### src/rtl/mdio_pkg.sv
// mdio_pkg: shared MDIO frame constants, FSM state encoding and frame builder
package mdio_pkg;
    localparam logic [1:0] ST       = 2'b01;
    localparam logic [1:0] OP_WR    = 2'b01;
    localparam logic [1:0] OP_RD    = 2'b10;
    localparam logic [1:0] TA_WRITE = 2'b10;
    localparam int         HDR_BITS  = 14;
    localparam int         TA_BITS   = 2;
    localparam int         DATA_BITS = 16;
    typedef enum logic [2:0] {S_IDLE, S_PRE, S_HDR, S_TA, S_DATA} state_t;
    // Everything after the preamble, MSB first: ST, OP, PHYAD, REGAD, TA, DATA
    function automatic logic [31:0] frame_word(input logic [1:0] op, input logic [4:0] phy,
                                               input logic [4:0] rga, input logic [15:0] data);
        return {ST, op, phy, rga, TA_WRITE, data};
    endfunction
endpackage

### src/rtl/mdc_gen.sv
// mdc_gen: divides clk into mdc with one-cycle strobes ahead of each mdc edge
// clk, rst_n : clock, async active-low reset
// en         : run the divider; when low mdc is held low and the counter cleared
// mdc        : management clock, low for CLK_DIV cycles then high for CLK_DIV cycles
// rise_stb   : high in the cycle before mdc rises
// fall_stb   : high in the cycle before mdc falls
module mdc_gen #(
    parameter int CLK_DIV = 10
) (
    input  logic clk,
    input  logic rst_n,
    input  logic en,
    output logic mdc,
    output logic rise_stb,
    output logic fall_stb
);
    logic [7:0] cnt;
    logic       wrap;
    assign wrap     = en && cnt == 8'(CLK_DIV - 1);
    assign rise_stb = wrap && !mdc;
    assign fall_stb = wrap && mdc;
    always_ff @(posedge clk or negedge rst_n) begin
        if (!rst_n) begin
            cnt <= '0;
            mdc <= 1'b0;
        end else if (!en || wrap) begin
            cnt <= '0;
            mdc <= en && !mdc;
        end else begin
            cnt <= cnt + 8'd1;
        end
    end
endmodule

### src/rtl/mdio_master.sv
// mdio_master: IEEE 802.3 clause 22 MDIO management master (one frame at a time)
// clk, rst_n        : clock, async-assert / sync-release active-low reset
// phy_add, reg_add  : request addresses; wr_data : write payload
// wren, rden        : request strobes (write wins), ignored while busy
// busy              : frame in progress
// rd_data, rd_valid, rd_err : read result, completion pulse, no-ack flag
// mdc, mdio_o, mdio_oe, mdio_i : management clock and data pad signals
module mdio_master
    import mdio_pkg::*;
#(
    parameter int CLK_DIV      = 10,
    parameter int PREAMBLE_LEN = 32
) (
    input  logic        clk,
    input  logic        rst_n,
    input  logic [4:0]  phy_add,
    input  logic [4:0]  reg_add,
    input  logic [15:0] wr_data,
    input  logic        wren,
    input  logic        rden,
    output logic        busy,
    output logic [15:0] rd_data,
    output logic        rd_valid,
    output logic        rd_err,
    output logic        mdc,
    output logic        mdio_o,
    output logic        mdio_oe,
    input  logic        mdio_i
);
    logic [1:0]  rst_sr;
    logic        rst_i;
    state_t      state, state_d;
    logic [5:0]  bit_cnt, cnt_d, len;
    logic [31:0] sr, sr_d;
    logic [15:0] rd_sr;
    logic        is_rd, rd_d, ta_q, last, o_d, oe_d, rd_valid_d, rise_stb, fall_stb;
    // Reset asserts immediately but releases only after two clean clk edges
    always_ff @(posedge clk or negedge rst_n) begin
        if (!rst_n) rst_sr <= 2'b00;
        else        rst_sr <= {rst_sr[0], 1'b1};
    end
    assign rst_i = rst_sr[1];
    assign busy  = state != S_IDLE;
    mdc_gen #(.CLK_DIV(CLK_DIV)) u_mdc (
        .clk      (clk),
        .rst_n    (rst_i),
        .en       (busy),
        .mdc      (mdc),
        .rise_stb (rise_stb),
        .fall_stb (fall_stb)
    );
    always_comb begin
        state_d    = state;
        cnt_d      = bit_cnt;
        sr_d       = sr;
        rd_d       = is_rd;
        rd_valid_d = 1'b0;
        len  = state == S_PRE ? 6'(PREAMBLE_LEN) : state == S_HDR ? 6'(HDR_BITS) :
               state == S_TA  ? 6'(TA_BITS)      : 6'(DATA_BITS);
        last = bit_cnt == len - 6'd1;
        if (state == S_IDLE) begin
            if (wren || rden) begin
                state_d = PREAMBLE_LEN == 0 ? S_HDR : S_PRE;
                cnt_d   = '0;
                rd_d    = !wren;
                sr_d    = frame_word(wren ? OP_WR : OP_RD, phy_add, reg_add, wr_data);
            end
        end else if (fall_stb) begin
            state_d    = !last ? state : state == S_DATA ? S_IDLE : state_t'(state + 3'd1);
            cnt_d      = last ? '0 : bit_cnt + 6'd1;
            // The preamble is generated, not shifted, so sr[31] stays on ST until HDR
            sr_d       = state == S_PRE ? sr : sr << 1;
            rd_valid_d = last && state == S_DATA && is_rd;
        end
        // state_d/sr_d only move at acceptance or mdc falling, so the pad follows suit
        o_d  = state_d == S_IDLE || state_d == S_PRE || sr_d[31];
        oe_d = state_d != S_IDLE && !(rd_d && (state_d == S_TA || state_d == S_DATA));
    end
    always_ff @(posedge clk or negedge rst_i) begin
        if (!rst_i) begin
            state    <= S_IDLE;
            bit_cnt  <= '0;
            sr       <= '0;
            is_rd    <= 1'b0;
            ta_q     <= 1'b0;
            rd_sr    <= '0;
            mdio_o   <= 1'b1;
            mdio_oe  <= 1'b0;
            rd_data  <= '0;
            rd_valid <= 1'b0;
            rd_err   <= 1'b0;
        end else begin
            state    <= state_d;
            bit_cnt  <= cnt_d;
            sr       <= sr_d;
            is_rd    <= rd_d;
            mdio_o   <= o_d;
            mdio_oe  <= oe_d;
            rd_valid <= rd_valid_d;
            if (rise_stb && state == S_TA && bit_cnt == 6'd1) ta_q <= mdio_i;
            if (rise_stb && state == S_DATA) rd_sr <= {rd_sr[14:0], mdio_i};
            // Result registers only move at completion so the last read stays visible
            if (rd_valid_d) begin
                rd_data <= rd_sr;
                rd_err  <= ta_q;
            end
        end
    end
endmodule
### config.mk
export PLATFORM = sky130hd
export DESIGN_NAME = mdio_master
export DESIGN_NICKNAME = d
export VERILOG_FILES = /design/src/rtl/mdio_pkg.sv /design/src/rtl/mdc_gen.sv /design/src/rtl/mdio_master.sv
export SDC_FILE = /design/constraint.sdc
export NUM_CORES = 1
export LEC_CHECK = 0
export CAP_MARGIN = 20
export CORE_MARGIN = 2
export CORE_UTILIZATION = 45
export CTS_BUF_LIST = sky130_fd_sc_hd__clkbuf_8 sky130_fd_sc_hd__clkbuf_16
export CTS_CLUSTER_DIAMETER = 60
export CTS_CLUSTER_SIZE = 14
export DETAILED_ROUTE_END_ITERATION = 6
export PLACE_DENSITY_LB_ADDON = 0.25
export SLEW_MARGIN = 20
export SYNTH_ARGS = -nofsm -noshare
export SYNTH_HDL_FRONTEND = slang
export SYNTH_SLANG_ARGS = --single-unit
export TNS_END_PERCENT = 30
### constraint.sdc
create_clock -name clk -period 4 [get_ports clk]
set_clock_uncertainty 0.05 [all_clocks]
set_input_delay 0.8 -clock clk [delete_from_list [all_inputs] [get_ports clk]]
set_output_delay 0.8 -clock clk [all_outputs]
set_load 0.01 [all_outputs]
==> out/qor.csv, run 1 <==
stage,metric,value,unit
die,core,8640,µm²
power,power_switching,0.614,mW
power,powerDensity,448,nW/µm²
timing,fin_crit_sh,0.778,
placement,placed_area,4610,µm²
routing,drc_errors,0,
critical_path,r2r_slack,950,ps
cts,cts_tree,built,
power,p_leak,2.27,nW
routing,routed_wl,6950,µm
final_layout,final_common_cell,dfrtp_1,
timing,finalHoldViolations,0,
power,p_seq_frac,0.574,
routing,viasPerCell,5.24,
grt,antenna_found_initial,0,
grt,grt_max_degree,53,
die,rows,34,
placement,io_buffers,52,
critical_path,crit_end,busy,
critical_path,crit_start,state[0],
final_layout,final_cell_count_no_fill,513,
cts,htreeDepth,3,
die,num_io_pins,53,
final_layout,antenna_cells,0,
routing,drt-pass1-iter-count,4,
critical_path,path_max_fanout,6,
hold_path,min_path_type,reg2async,
critical_path,start_kind,register,
run_status,outcome,"finished, final reports clean",
synthesis,synth_warnings,0,
final_layout,drive_gt1_frac,0.160,
die,die-width,97.7,µm
routing,vias,2686,
die,design.die.area,9550,µm²
timing,finalSetupViolCount,0,
grt,grtUsageTotal,0.156,
cts,cts_root_buffer,clkbuf_8,
cts,clockBufferDepth,2,
power,vdd_drop_max,225,µV
synthesis,ys_seq_elements,90,
grt,overflow,0,
power,pwr-share-comb,0.133,
synthesis,ys.flop_type,dfrtp_1,
grt,grt_pass1_wl,12100,µm
power,clkPwrFrac,0.293,
critical_path,r2r_start,state[1],
routing,drt_iter0_markers,53,
power,p_int,1.54,mW
die,start_util,0.458,
placement,dpl.hpwl,4770,µm
critical_path,cp-end-kind,output port,
synthesis,syn_nets,384,
final_layout,area_growth,21.8,%
final_layout,layout_common_cells,"dfrtp_1 (88), nand2_1 (66), clkdlybuf4s50_1 (52)",
routing,postRouteAntennaNets,0,
synthesis,yosysTopAreaCell,dfrtp_1,
synthesis,avgSynthCellArea,11.5,µm²
cts,cts_hold_repair.buffers,0,
final_layout,fin_area,4810,µm²
die,die_y,97.7,µm
synthesis,syn_inst,343,
grt,grt_pass1_vias,2630,
timing,timing.fmax,321,MHz
timing,fin_crit,3110,ps
critical_path,cp.arrival,2260,ps
power,swShare,0.285,
routing,wire_per_inst,13.5,µm
timing,setup_tns,0,ps
timing,slew_headroom,0.408,
cts,cts_resized,0,
cts,insertion_delay,360,ps
cts,post-cts-setup-buffers,0,
synthesis,synth-async-reset-ratio,1.00,
placement,dp_cells,497,
critical_path,required,3150,ps
critical_path,worst-setup-path-type,reg2out,
cts,numClockSinks,90,
timing,worst_pin_slew,886,ps
synthesis,synth_edf_count,0,
timing,drv_slew,0,
final_layout,nNetsFinal,441,
job,drv_cap,0,
synthesis,ys_seq_area_frac,0.570,
cts,clkTransAtPathRegs,90,ps
synthesis,synthesis.area,3950,µm²
synthesis,synthTopCellsByArea,"dfrtp_1 (56%), mux2_2 (10%), nand2_1 (6.3%)",
synthesis,ys_types,44,
critical_path,reg2reg_to,mdio_oe,
timing,rsz0062_at_grt,no,
cts,cts_buffers,9,
synthesis,synth_top_area_frac,0.563,
critical_path,r2r_cells,11,
placement,gp_congestion,0.830,
[worst max-delay path, stage by stage, from the launching register on]
cell and delay [ps]:
dfrtp_1 430, inv_1 120, ha_1 250, nor2b_1 360, inv_1 220, clkdlybuf4s50_1 520
[per-stage QoR]
stage	setup slack [ps]	power (mW)	hold slack, ps	utilization
detailed placement	988	1.55	277	0.534
floorplan	1140	1.43	281	-
finish	889	2.15	259	0.557
global route	676	2.29	314	0.557
CTS	848	2.19	283	0.557
global placement	1160	1.53	291	0.531
[power by group through the flow]
stage | combinational, mW | clock, mW | sequential (mW)
floorplan | 0.199 | 0 | 1.23
global placement | 0.268 | 0 | 1.26
detailed placement | 0.292 | 0 | 1.25
CTS | 0.293 | 0.656 | 1.24
global route | 0.342 | 0.687 | 1.27
finish | 0.286 | 0.632 | 1.24
[cell usage after synthesis (2+ instances only)]
cell and count:
a21oi_1 3, a22o_1 4, a22oi_1 25, and3_1 4
buf_2 4, buf_6 2, clkbuf_1 4, dfrtp_1 89
ha_1 10, inv_1 10, mux2_2 35, mux2i_1 5
nand2_1 66, nand2b_1 2, nand3_1 5, nor2_1 19
nor2b_1 7, nor3_1 2, nor3b_1 2, o21ai_0 13
o21bai_1 3, xnor2_1 3, xor2_1 5
[layout make-up]
class / instances / area, µm²
timing repair buffer: 57 / 578
inverter: 10 / 37.5
fill: 778 / 3820
multi-input combinational: 232 / 1600
tap: 108 / 135
clock inverter: 7 / 78.8
clock buffer: 9 / 124
sequential: 90 / 2260
[registers in the layout (all words and copies together) (netlist names)]
signal	cells
rd_err	1
rst_sr	2
rd_valid	1
u_mdc.mdc	1
state	3
rd_data	16
sr	32
mdio_o	1
mdio_oe	1
u_mdc.cnt	8
rd_sr	16
ta_q	1
bit_cnt	6
is_rd	1
[routing by layer]
metal  track usage  wire, µm  up-vias
met5             0         0        -
met4        0.0769       159        0
met3        0.0317       280       12
met2         0.241      3170       52
met1         0.211      3340     1327
li1              -         -     1295
[worst min-delay path by stage]
| stage | slack [ps] | from | endpoint |
|---|---|---|---|
| after floorplan | 280 | rst_sr[0] | rst_sr[1] |
| after global placement | 290 | rst_sr[0] | rst_sr[1] |
| after detailed placement | 280 | rst_sr[1] | u_mdc.cnt[0] |
| after CTS | 280 | rst_sr[1] | sr[13] |
| after global routing | 310 | rst_sr[1] | u_mdc.cnt[0] |
| final | 260 | rst_sr[1] | u_mdc.cnt[0] |
[cells by family after synthesis]
logic type               after synthesis  synth area share
flip-flops                            90             0.570
adder cells (fa/ha/maj)               10            0.0317
multiplexers                          40             0.112
buffers and inverters                 21            0.0250
XOR/XNOR                               8            0.0177
AND/OR/NAND/NOR                      118             0.141
AO/OA/AOI/OAI                         55             0.102
other                                  1          0.000949
Note: power is estimated with default switching activity, not from simulation.
==> run 2: changes to the inputs <==
clock period = 3.04 ns   (was 4 ns; I/O delays follow)
==> out/qor.csv, run 2 (same netlist as run 1, synthesis figures left out) <==
stage,metric,value,unit,change
run_status,outcome,"finished, final reports clean",,
power,pwr-share-comb,0.128,,-0.005
die,num_io_pins,53,,unchanged
timing,worst_pin_slew,856,ps,-30.5 ps
hold_path,whs_path_depth,0,,
critical_path,path_cells,inv_1 > ha_1 > nor2b_2 > nor2_1 > nor2_1 > ha_1 > xnor2_1 > nand4b_1 > a211oi_2 > mux2_2 > nor3_1 > mux2i_1,,
routing,postRouteAntennaNets,0,,unchanged
timing,drv_slew,0,,unchanged
final_layout,final_cell_count_no_fill,519,,+1.2%
cts,cts_buffers,9,,unchanged
grt,grt_max_degree,68,,+28%
grt,antenna_found_initial,0,,unchanged
timing,finalSetupViolCount,0,,unchanged
routing,drt-pass1-iter-count,4,,unchanged
routing,viasPerCell,5.19,,-0.94%
power,power_switching,0.810,mW,+32%
die,die_y,97.7,µm,unchanged
placement,dp_cells,502,,+1.0%
placement,io_buffers,52,,unchanged
timing,slew_headroom,0.429,,+0.0210
power,powerDensity,598,nW/µm²,+34%
cts,clkTransAtPathRegs,90,ps,about the same
die,core,8640,µm²,unchanged
timing,rsz0062_at_grt,yes,,
placement,placed_area,4640,µm²,+0.65%
grt,grt_pass1_wl,12800,µm,+5.9%
cts,clockBufferDepth,2,,unchanged
final_layout,largest_reg_flops,32,,unchanged
placement,gp_congestion,0.771,,-7.1%
placement,post-place-ws,89.2,ps,-899 ps
timing,fin_crit_sh,0.954,,
critical_path,crit_family,simple AND/OR/NAND/NOR gates,,
timing,fin_crit,2900,ps,
critical_path,crit_path_max_incr_delay,410,ps,-110 ps
cts,numClockSinks,90,,unchanged
final_layout,top_regs,"sr x32, rd_data x16, rd_sr x16",,
final_layout,fin_area,4880,µm²,+1.4%
timing,finalHoldViolations,0,,unchanged
job,drv_cap,0,,unchanged
critical_path,reg2reg_to,mdio_oe,,
hold_path,hold_end,rst_sr[1],,
routing,routed_wl,7270,µm,+4.6%
die,rows,34,,unchanged
critical_path,r2r_slack,140,ps,-810 ps
grt,grtUsageTotal,0.163,,+0.00734
power,p_seq_frac,0.563,,-0.011
power,vdd_drop_max,308,µV,+36%
cts,cts_tree,built,,
cts,insertion_delay,350,ps,about the same
power,clkPwrFrac,0.309,,+0.016
final_layout,layout_common_cells,"dfrtp_1 (88), nand2_1 (66), clkdlybuf4s50_1 (52)",,
critical_path,worst-path-buf-inv,1,,-2
timing,setup_tns,0,ps,unchanged
critical_path,required,3210,ps,+60 ps
grt,overflow,0,,unchanged
final_layout,multi_input_area,1610,µm²,+0.62%
hold_path,min_from,rst_sr[0],,
routing,drc_errors,0,,unchanged
final_layout,regMostFlops,sr,,
power,finalPower,2.92,mW,+35%
final_layout,area_growth,23.5,%,
final_layout,postLayoutCoreUtil,0.565,,+0.00782
die,design.die.area,9550,µm²,unchanged
final_layout,final_common_cell,dfrtp_1,,
critical_path,start_kind,register,,
grt,grt_pass1_vias,2787,,+6.0%
critical_path,path_max_fanout,4,,-2
critical_path,r2r_cells,12,,+1
final_layout,antenna_cells,0,,unchanged
timing,fin_ws,139,ps,-750 ps
die,die-width,97.7,µm,unchanged
final_layout,nNetsFinal,447,,+1.4%
cts,htreeDepth,3,,unchanged
hold_path,min_path_type,reg2reg,,
power,p_leak,2.31,nW,+1.8%
critical_path,cp-end-kind,register,,
power,p_int,2.11,mW,+37%
routing,wire_per_inst,14.0,µm,+3.4%
routing,vias,2692,,+0.22%
cts,cts_root_buffer,clkbuf_8,,
critical_path,slowest_stage,dfrtp_1,,
final_layout,regArea,2260,µm²,unchanged
timing,whs,308,ps,+48.5 ps
final_layout,drive_gt1_frac,0.180,,+0.0196
power,swShare,0.277,,-0.00775
critical_path,r2r_start,state[0],,
critical_path,cp.arrival,3070,ps,+810 ps
critical_path,worst-setup-path-type,reg2reg,,
placement,dpl.hpwl,4940,µm,+3.5%
die,start_util,0.458,,unchanged
routing,drt_iter0_markers,93,,+75%
final_layout,fillers,754,,-3.1%
timing,timing.fmax,345,MHz,
## run 2: power by group through the flow
stage | Sequential (mW) | Clock, mW | Combinational, mW
floorplan | 1.62 | 0 | 0.262
global placement | 1.65 | 0 | 0.361
detailed placement | 1.66 | 0 | 0.380
CTS | 1.64 | 0.943 | 0.381
global route | 1.68 | 0.983 | 0.443
finish | 1.64 | 0.901 | 0.375
## run 2: worst register-to-register path, delay by kind of cell (launching register included)
kind / cells / cell delay (ps)
simple gates: 5 / 670
fa+ha+maj: 2 / 520
compound gates: 1 / 370
mux: 2 / 510
xor+xnor: 1 / 160
buf+inv: 1 / 100
flops: 1 / 410
## run 2: worst max path at each step
stage / start / to / slack, ps / cells after the start
detailed placement: state[1] / mdio_oe / 90 / 11
global placement: state[1] / mdio_oe / 210 / 11
floorplan: state[0] / rd_data[10] / 180 / 10
CTS: state[1] / mdio_oe / 50 / 11
global route: state[0] / mdio_oe / -80 / 12
finish: state[0] / mdio_oe / 140 / 12
## run 2: timing repair
item | CTS | global route
gates resized for setup | 0 | 3
hold buffers | 0 | 0
setup buffers | 0 | 1
endpoints found under the setup margin | 0 | 19
## run 2: area by class of cell
class / instances / area share
timing repair buffer: 63 / 0.126
tap: 108 / 0.0277
inverter: 10 / 0.00769
clock buffer: 9 / 0.0254
sequential: 90 / 0.462
multi-input combinational: 232 / 0.330
clock inverter: 7 / 0.0203
## run 2: layer usage
| layer | share of wire | global-route usage | wire length, µm |
|---|---|---|---|
| met4 | 0.0080 | 0.0374 | 58 |
| met3 | 0.039 | 0.0460 | 286 |
| met2 | 0.49 | 0.285 | 3580 |
| met1 | 0.46 | 0.203 | 3340 |
| met5 | 0 | 0 | 0 |
==> run 3: changes to the inputs <==
CORE_UTILIZATION = 50   (was 45)
==> out/qor.csv, run 3 (same netlist as run 1, synthesis figures left out) <==
stage,metric,value,unit,change
hold_path,min_path_type,reg2async,,
critical_path,path_max_fanout,4,,unchanged
power,vdd_drop_max,370,µV,+20%
routing,wire_per_inst,13.7,µm,-2.5%
critical_path,worst-setup-path-type,reg2reg,,
routing,vias,2687,,-0.19%
timing,fin_crit_sh,0.940,,-0.0140
placement,io_buffers,52,,unchanged
final_layout,regArea,2260,µm²,unchanged
placement,dpl.hpwl,4890,µm,-0.91%
cts,cts_hold_repair.buffers,0,,unchanged
grt,grt_pass1_vias,2716,,-2.5%
cts,cts_buffers,9,,unchanged
routing,routed_wl,7020,µm,-3.4%
cts,insertion_delay,350,ps,about the same
die,start_util,0.514,,+0.0565
final_layout,multi_input_area,1620,µm²,+0.54%
timing,finalHoldViolations,0,,unchanged
final_layout,fillers,622,,-18%
die,die_y,92.9,µm,-4.9%
grt,grt_pass1_wl,12200,µm,-4.6%
timing,slew_headroom,0.480,,+0.0503
die,die-width,92.9,µm,-4.9%
critical_path,worst-path-buf-inv,1,,unchanged
cts,clockBufferDepth,2,,unchanged
critical_path,required,3210,ps,about the same
timing,fin_crit,2860,ps,-42.4 ps
final_layout,antenna_cells,0,,unchanged
critical_path,crit_top_cell,ha_1,,
critical_path,slowest_stage,dfrtp_1,,
final_layout,final_common_cell,dfrtp_1,,
final_layout,drive_gt1_frac,0.184,,+0.00442
placement,dp_cells,496,,-1.2%
die,rows,32,,-5.9%
cts,htreeDepth,3,,unchanged
die,design.die.area,8630,µm²,-9.6%
cts,cts_root_buffer,clkbuf_8,,
timing,finalSetupViolCount,0,,unchanged
final_layout,regMostFlops,sr,,
routing,drc_errors,0,,unchanged
critical_path,cp-end-kind,register,,
timing,timing.fmax,350,MHz,+1.5%
power,powerDensity,592,nW/µm²,-1.0%
cts,clkTransAtPathRegs,90,ps,about the same
placement,gp_congestion,0.809,,+4.8%
die,core,7690,µm²,-11%
final_layout,largest_reg_flops,32,,unchanged
routing,postRouteAntennaNets,0,,unchanged
timing,worst_pin_slew,778,ps,-77.7 ps
routing,drt_iter0_markers,134,,+44%
die,num_io_pins,53,,unchanged
cts,cts_tree,built,,
job,drv_cap,0,,unchanged
critical_path,path_cells,ha_1 > ha_1 > nor2_1 > nor2_1 > ha_1 > xnor2_1 > nand4b_1 > buf_4 > a211oi_4 > mux2_4 > nor3_1 > mux2i_1,,
final_layout,postLayoutCoreUtil,0.639,,+0.0743
run_status,outcome,"finished, final reports clean",,
critical_path,start_kind,register,,
final_layout,nNetsFinal,448,,+0.22%
grt,grt_max_degree,63,,-7.4%
cts,numClockSinks,90,,unchanged
routing,drt-pass1-iter-count,4,,unchanged
critical_path,crit_path_max_incr_delay,420,ps,about the same
timing,drv_slew,0,,unchanged
critical_path,crit_family,adder cells,,
final_layout,area_growth,24.4,%,
grt,antenna_found_initial,0,,unchanged
final_layout,top_regs,"sr x32, rd_data x16, rd_sr x16",,
grt,overflow,0,,unchanged
final_layout,layout_common_cells,"dfrtp_1 (88), nand2_1 (66), clkdlybuf4s50_1 (52)",,
power,p_leak,2.32,nW,+0.50%
routing,viasPerCell,5.23,,+0.79%
grt,grtUsageTotal,0.178,,+0.0145
critical_path,cp.arrival,3030,ps,-40 ps
final_layout,final_cell_count_no_fill,514,,-0.96%
-- run 3: area by class of cell --
class / instances / share of cell area
Clock buffer: 9 / 0.0252
Multi-Input combinational cell: 232 / 0.330
Sequential cell: 90 / 0.459
Timing Repair Buffer: 64 / 0.132
Inverter: 10 / 0.00764
Tap cell: 102 / 0.0260
Clock inverter: 7 / 0.0204
-- run 3: final timing paths --
check | start | to | slack (ps) | cells past startpoint
max in group asynchronous | rst_sr[1] | mdio_o | 2080 | 1
max | state[0] | mdio_oe | 180 | 12
max reg2reg | state[0] | mdio_oe | 180 | 12
min | rst_sr[1] | u_mdc.cnt[1] | 190 | 0
min in group clk | rst_sr[0] | rst_sr[1] | 320 | 0
min reg2reg | rst_sr[1] | u_mdc.cnt[1] | 190 | 0
-- run 3: timing repair --
action	4_1_cts	5_1_grt
buffers inserted	0	2
gates resized for setup	0	5
setup endpoints to repair	0	20
-- run 3: layer usage --
layer,track usage,vias up,share of wire
met4,0.0551,0,0.011
met5,0,-,0
met3,0.0431,5,0.041
met1,0.228,1314,0.47
met2,0.299,52,0.48
li1,-,1316,-
-- run 3: worst reg2reg max path, cell delays in order (launching register included) --
cell and delay, ps:
dfrtp_1 420, ha_1 210, ha_1 220, nor2_1 140
nor2_1 70, ha_1 300, xnor2_1 150, nand4b_1 100
buf_4 170, a211oi_4 280, mux2_4 350, nor3_1 180
mux2i_1 100
-- run 3: where the power goes --
| group | total (mW) | internal [mW] | switching, mW |
|---|---|---|---|
| Combinational | 0.385 | 0.202 | 0.183 |
| Sequential | 1.62 | 1.44 | 0.183 |
| Clock | 0.902 | 0.472 | 0.430 |
-- run 3: stage by stage --
step	area [µm²]	power, mW	TNS [ps]	hold slack [ps]	worst slack (ps)
final	4920	2.91	0	195	181
after detailed placement	4660	2.04	0	208	63.7
after global routing	4920	3.11	-34.7	239	-34.7
after global placement	4660	2.01	0	206	222
after floorplan	3950	1.88	0	262	185
after CTS	4880	2.94	0	213	39.7
